==> config.mk <==
export PLATFORM = sky130hd
export DESIGN_NAME = inst_fetch_flat
export DESIGN_NICKNAME = d
export VERILOG_FILES = /design/src/rtl/inst_fetch_if.sv /design/src/rtl/inst_fetch.sv /design/src/flat_wrapper.sv
export SDC_FILE = /design/constraint.sdc
export NUM_CORES = 1
export LEC_CHECK = 0
export CAP_MARGIN = 20
export CORE_UTILIZATION = 38
export CTS_CLUSTER_DIAMETER = 100
export DETAILED_ROUTE_END_ITERATION = 12
export PLACE_DENSITY = 0.88
export SLEW_MARGIN = 20
export SYNTH_ARGS = -nofsm -noshare
export SYNTH_HDL_FRONTEND = slang
export SYNTH_SLANG_ARGS = --single-unit
export TNS_END_PERCENT = 10
==> constraint.sdc <==
create_clock -name if_clk -period 2 [get_ports if_clk]
set_input_delay 0.3 -clock if_clk [delete_from_list [all_inputs] [get_ports if_clk]]
set_output_delay 0.3 -clock if_clk [all_outputs]
set_load 0.01 [all_outputs]
==> src/rtl/inst_fetch_if.sv <==
`default_nettype none
// ============================================================================
//  Module   : inst_fetch_if
//  Purpose  : Instruction-memory read bus between the fetch unit and memory.
//  Revision : 1.0  initial release
// ============================================================================
interface inst_fetch_if;
    logic        if_mem_req;
    logic [31:0] if_mem_addr;
    logic        if_mem_ack;
    logic [31:0] if_mem_rdata;

    modport master (
        output if_mem_req,
        output if_mem_addr,
        input  if_mem_ack,
        input  if_mem_rdata
    );

    modport slave (
        input  if_mem_req,
        input  if_mem_addr,
        output if_mem_ack,
        output if_mem_rdata
    );
endinterface
`default_nettype wire

==> src/rtl/inst_fetch.sv <==
`default_nettype none
// ============================================================================
//  Module   : inst_fetch
//  Purpose  : Single-outstanding instruction fetch with timeout and branch/jump
//             field decode for the program counter.
//  Revision : 1.0  initial release
// ============================================================================
module inst_fetch #(
    parameter int unsigned TIMEOUT_CYCLES = 15
) (
    input  wire logic        if_clk,
    input  wire logic        if_rst,
    input  wire logic        if_en,
    input  wire logic [31:0] if_pc_in,
    input  wire logic        if_cond,
    inst_fetch_if.master     mem,
    output logic [31:0]      if_inst,
    output logic             if_inst_valid,
    output logic             if_branch,
    output logic             if_jmp,
    output logic             if_link,
    output logic [31:0]      if_offset_addr,
    output logic             if_stall,
    output logic [1:0]       if_err
);

    localparam logic [3:0] c_timeout      = 4'(TIMEOUT_CYCLES);
    localparam logic [5:0] c_op_j         = 6'h02;
    localparam logic [5:0] c_op_jal       = 6'h03;
    localparam logic [5:0] c_op_beq       = 6'h04;
    localparam logic [5:0] c_op_bne       = 6'h05;
    localparam logic [1:0] c_err_none     = 2'b00;
    localparam logic [1:0] c_err_misalign = 2'b01;
    localparam logic [1:0] c_err_timeout  = 2'b10;

    typedef enum logic [1:0] {
        S_IDLE   = 2'd0,
        S_REQ    = 2'd1,
        S_DECODE = 2'd2
    } state_t;

    state_t      r_state;
    state_t      w_state_nxt;
    logic [31:0] r_addr;
    logic [31:0] w_addr_nxt;
    logic [31:0] r_inst;
    logic [31:0] w_inst_nxt;
    logic [3:0]  r_cnt;
    logic [3:0]  w_cnt_nxt;
    logic [3:0]  w_cnt_inc;
    logic [1:0]  r_err;
    logic [1:0]  w_err_nxt;
    logic [5:0]  w_opcode;

    assign w_opcode  = r_inst[31:26];
    assign w_cnt_inc = r_cnt + 4'd1;

    always_ff @(posedge if_clk) begin
        if (if_rst) begin
            r_state <= S_IDLE;
            r_addr  <= '0;
            r_inst  <= '0;
            r_cnt   <= '0;
            r_err   <= c_err_none;
        end else begin
            r_state <= w_state_nxt;
            r_addr  <= w_addr_nxt;
            r_inst  <= w_inst_nxt;
            r_cnt   <= w_cnt_nxt;
            r_err   <= w_err_nxt;
        end
    end

    always_comb begin
        w_state_nxt    = r_state;
        w_addr_nxt     = r_addr;
        w_inst_nxt     = r_inst;
        w_cnt_nxt      = r_cnt;
        w_err_nxt      = c_err_none;
        if_inst_valid  = 1'b0;
        if_branch      = 1'b0;
        if_jmp         = 1'b0;
        if_link        = 1'b0;
        if_offset_addr = '0;

        case (r_state)
            S_IDLE: begin
                if (if_en) begin
                    if (if_pc_in[1:0] == 2'b00) begin
                        w_addr_nxt  = if_pc_in;
                        w_cnt_nxt   = '0;
                        w_state_nxt = S_REQ;
                    end else begin
                        w_err_nxt = c_err_misalign;
                    end
                end
            end
            S_REQ: begin
                // An ack in the final allowed cycle still completes the fetch.
                if (mem.if_mem_ack) begin
                    w_inst_nxt  = mem.if_mem_rdata;
                    w_state_nxt = S_DECODE;
                end else begin
                    w_cnt_nxt = w_cnt_inc;
                    if (w_cnt_inc == c_timeout) begin
                        w_err_nxt   = c_err_timeout;
                        w_state_nxt = S_IDLE;
                    end
                end
            end
            S_DECODE: begin
                w_state_nxt   = S_IDLE;
                if_inst_valid = 1'b1;
                case (w_opcode)
                    c_op_beq: begin
                        if_branch      = if_cond;
                        if_offset_addr = {{16{r_inst[15]}}, r_inst[15:0]};
                    end
                    c_op_bne: begin
                        if_branch      = ~if_cond;
                        if_offset_addr = {{16{r_inst[15]}}, r_inst[15:0]};
                    end
                    c_op_j: begin
                        if_jmp         = 1'b1;
                        if_offset_addr = {6'b0, r_inst[25:0]};
                    end
                    c_op_jal: begin
                        if_jmp         = 1'b1;
                        if_link        = 1'b1;
                        if_offset_addr = {6'b0, r_inst[25:0]};
                    end
                    default: begin
                        if_offset_addr = '0;
                    end
                endcase
            end
            default: begin
                w_state_nxt = S_IDLE;
            end
        endcase
    end

    assign mem.if_mem_req  = (r_state == S_REQ);
    assign mem.if_mem_addr = r_addr;
    assign if_stall        = (r_state != S_IDLE);
    assign if_err          = r_err;
    assign if_inst         = r_inst;

endmodule
`default_nettype wire

==> src/flat_wrapper.sv <==
// flat-port wrapper written by rule: the top's interface ports become plain ports
module inst_fetch_flat 
#(
    parameter int unsigned TIMEOUT_CYCLES = 15
)
  (if_clk, if_rst, if_en, if_pc_in, if_cond, if_inst, if_inst_valid, if_branch, if_jmp, if_link, if_offset_addr, if_stall, if_err, mem_if_mem_req, mem_if_mem_addr, mem_if_mem_ack, mem_if_mem_rdata);
  inst_fetch_if mem_i ();
  input  wire logic if_clk;
  input  wire logic if_rst;
  input  wire logic if_en;
  input  wire logic [31:0] if_pc_in;
  input  wire logic if_cond;
  output logic [31:0] if_inst;
  output logic if_inst_valid;
  output logic if_branch;
  output logic if_jmp;
  output logic if_link;
  output logic [31:0] if_offset_addr;
  output logic if_stall;
  output logic [1:0] if_err;
  output wire logic [$bits(mem_i.if_mem_req)-1:0] mem_if_mem_req;
  output wire logic [$bits(mem_i.if_mem_addr)-1:0] mem_if_mem_addr;
  input wire logic [$bits(mem_i.if_mem_ack)-1:0] mem_if_mem_ack;
  input wire logic [$bits(mem_i.if_mem_rdata)-1:0] mem_if_mem_rdata;
  assign mem_if_mem_req = mem_i.if_mem_req;
  assign mem_if_mem_addr = mem_i.if_mem_addr;
  assign mem_i.if_mem_ack = mem_if_mem_ack;
  assign mem_i.if_mem_rdata = mem_if_mem_rdata;
  inst_fetch #(.TIMEOUT_CYCLES(TIMEOUT_CYCLES)) u_core (.if_clk(if_clk), .if_rst(if_rst), .if_en(if_en), .if_pc_in(if_pc_in), .if_cond(if_cond), .mem(mem_i), .if_inst(if_inst), .if_inst_valid(if_inst_valid), .if_branch(if_branch), .if_jmp(if_jmp), .if_link(if_link), .if_offset_addr(if_offset_addr), .if_stall(if_stall), .if_err(if_err));
endmodule
==> flow_summary.toml, run 1 <==
[synth]
synth.distinct_cells = 30
synthFlopType = "dfxtp_1"
synth_top_family_by_area = "simple AND/OR/NAND/NOR gates"
synth_edf_count = 0
synthAdderAreaFrac_pct = 0.857
ys_async_sr_fraction_pct = 0
ys_seq_elements = 72
ys_seq_area_share_pct = 49.3
synth_area_sq_mm = 0.00292
synthSimpleGateAreaFrac_pct = 28.9
synth-xor-area-share_pct = 0.300
ys_warn_count = 0
avgSynthCellArea_sq_um = 7.63
synth_compound_area_share_pct = 14.6
synth_top_cell_by_area = "dfxtp_1"
yosysTopAreaCellShare_pct = 49.3
synthTopCellsByArea = "dfxtp_1, nand2_1, a21oi_1"
synth_mux_area_share_pct = 0
synth_cells = 383
synth_fp_nets = 454

[clock_tree]
numCtsBuffers = 9
clock-root-buffer = "clkbuf_8"
cts_buffer_depth = 2
clock_sinks = 72
cts-htree-levels = 3
tritoncts = "done"
clk_latency_ns = 0.35
path_clk_slew_ns = 0.07
cts_hold_buffers = 0

[route]
num_vias = 3226
wirelength_mm = 9.34
first_pass_iters = 4
drc = 0
vias_per_cell = 4.84
wl_per_cell_microns = 14.0
ant_nets = 0
drt_iter0_markers = 111

[worst_setup_path]
crit_required_ns = 1.70
worst-setup-path-type = "reg -> out"
crit_family = "buffers and inverters"
crit_buf_inv = 3
crit_arrival_ns = 1.75
critPathMaxStageDelay_ns = 0.35
regToRegSetupSlack_ns = 0.30
rr_startpoint = "u_core.r_state[1]$_SDFFE_PP0P_"
critPathMaxFanout = 5
slowest_stage = "dfxtp_2"
end_kind = "output pin"
path_cells = "nor3_4 > nand2_2 > a21oi_4 > buf_6 > buf_4 > and2_1 > clkdlybuf4s15_2"
rr_worst_depth = 6
r2r-end = "u_core.mem.if_mem_addr[4]$_SDFFE_PP0P_"
start_kind = "flip-flop"

[layout]
utilization_pct = 69.1
area_growth_pct = 73.4
nets = 634
finalNonFillerCells = 666
nFillCells = 603
n_antenna_cell = 0
drive_gt1_share_pct = 16.9
design_area_sq_mm = 0.00507

[power_and_ir_drop]
power_density_mw_per_mm2 = 627
vdd_drop_max_uv = 500
p_leak_nw = 1.87

[sta]
hold_violations = 0
fin_ws_ns = -0.0541
final_max_slew_viol_count = 0
finalCritPeriodShare_pct = 103
setup_viol = 13
fmax_ghz = 0.487
period_needed_ns = 2.05
setup_tns_ns = -0.329
fin_skew_ns = 0.0101
worst_pin_slew_ns = 0.484
grt_setup_unrepaired = "true"
slew_headroom_pct = 67.7

[placement]
io_buffer_count = 172
place_area_sq_mm = 0.00478
gp_congestion = 0.794
post-place-cells = 643
hpwlAfterDp_mm = 6.55
pre_cts_slack_ns = -0.0140

[worst_hold_path]
hold_end = "u_core.r_cnt[1]$_SDFFE_PP0P_"
hp-start = "if_rst"
min_path_cells = 2
hold_path_class = "in -> reg"

[global_route]
antenna_found_initial = 0
grt_max_degree = 34
overflow = 0
grt_pass1_wl_mm = 13.8
track_usage_pct = 22.7
first_global_vias = 3001

[status]
violations = "setup timing"
outcome = "finished with violations"

[run]
drv_cap = 0

[floorplanning]
die_area_sq_mm = 0.00804
rows = 31
start_util_pct = 39.9
die_w_microns = 89.7
die_y_microns = 89.7
core-area_sq_mm = 0.00733
io_pins = 173
## layer usage
layer	vias to the layer above	share of wire (%)	wire [microns]	global-route usage (%)
met4	0	2.2	207	9.67
met3	15	8.5	794	6.86
met5	-	0	0	0
li1	1595	-	-	-
met2	135	51	4720	41.6
met1	1481	39	3610	24.1
## kinds of logic (layout without fill, tap and decap cells)
family	after synthesis	count (layout)
DFF	72	72
and+or+nand+nor	191	191
adders and majority gates	2	2
buffers and inverters	33	217
xor gates and xnor gates	1	1
AOI/OAI and AO/OA	84	84
## layout by cell type (no fill, tap or decap), types with 4 or more instances in the layout
cell	netlist	layout
a21oi_1	79	74
nand2_1	137	136
buf_2	7	11
nand2b_1	5	4
clkbuf_8	0	10
nor3_1	6	4
a21oi_2	0	4
dfxtp_2	0	5
clkdlybuf4s15_2	0	12
dfxtp_1	72	67
and2_1	19	19
clkdlybuf4s50_1	0	136
nor2_1	6	6
clkbuf_2	0	10
buf_4	5	24
## cells in the mapped netlist (3+ instances only)
cell,n
a21oi_1,79
and2_1,19
buf_2,7
buf_4,5
buf_6,3
clkbuf_1,16
dfxtp_1,72
nand2_1,137
nand2b_1,5
nor2_1,6
nor2b_1,3
nor3_1,6
nor3b_1,3
## sequential cells by signal (all words and copies together), names as in the netlist
name	flops
u_core.mem.if_mem_addr	32
u_core.if_inst	32
u_core.r_cnt	4
u_core.if_err	2
u_core.r_state	2
## cell type report
type / count / area (sq um) / area share (%)
well taps: 99 / 124 / 2.44
inverters: 2 / 7.51 / 0.148
multi-input cells: 278 / 1400 / 27.5
clock buffers: 10 / 138 / 2.72
flip-flops and latches: 72 / 1450 / 28.6
clock inverters: 5 / 81.3 / 1.60
repair buffers: 200 / 1870 / 37.0
## where the power goes
| group | leakage [nW] | switching [mW] | internal (mW) | total, mW |
|---|---|---|---|---|
| Clock | 0.108 | 0.536 | 0.729 | 1.26 |
| Combinational | 1.18 | 0.164 | 0.245 | 0.408 |
| Sequential | 0.586 | 0.0280 | 1.47 | 1.50 |
## worst max-delay path by stage
stage                                          from                  to  cells after the start
finish              u_core.if_inst[31]$_SDFFE_PP0P_   if_offset_addr[3]                      7
global route        u_core.if_inst[31]$_SDFFE_PP0P_  if_offset_addr[10]                      7
CTS                 u_core.if_inst[28]$_SDFFE_PP0P_              if_jmp                      5
detailed placement  u_core.if_inst[31]$_SDFFE_PP0P_  if_offset_addr[19]                      4
global placement    u_core.if_inst[31]$_SDFFE_PP0P_  if_offset_addr[16]                      4
floorplan           u_core.if_inst[28]$_SDFFE_PP0P_  if_offset_addr[17]                      5
## what timing repair did
item | CTS | global route
pin swaps | 2 | 1
setup buffers | 5 | 1
gates resized for setup | 95 | 40
setup endpoints to repair | 35 | 36
cloned | 2 | 0
## metrics by stage
stage | power (mW) | hold slack [ns]
2_1_floorplan | 1.67 | 0.436
6_report | 3.18 | 0.396
4_1_cts | 3.21 | 0.396
5_1_grt | 3.31 | 0.447
3_5_place_dp | 1.93 | 0.447
3_3_place_gp | 1.92 | 0.442
Power figures use the tool's default switching activity.
==> run 2, diff against run 1 <==
CTS_CLUSTER_DIAMETER = unset   (was 100)
==> results of run 2 <==
No change in the layout: final DEF, timing and power equal those of run 1.
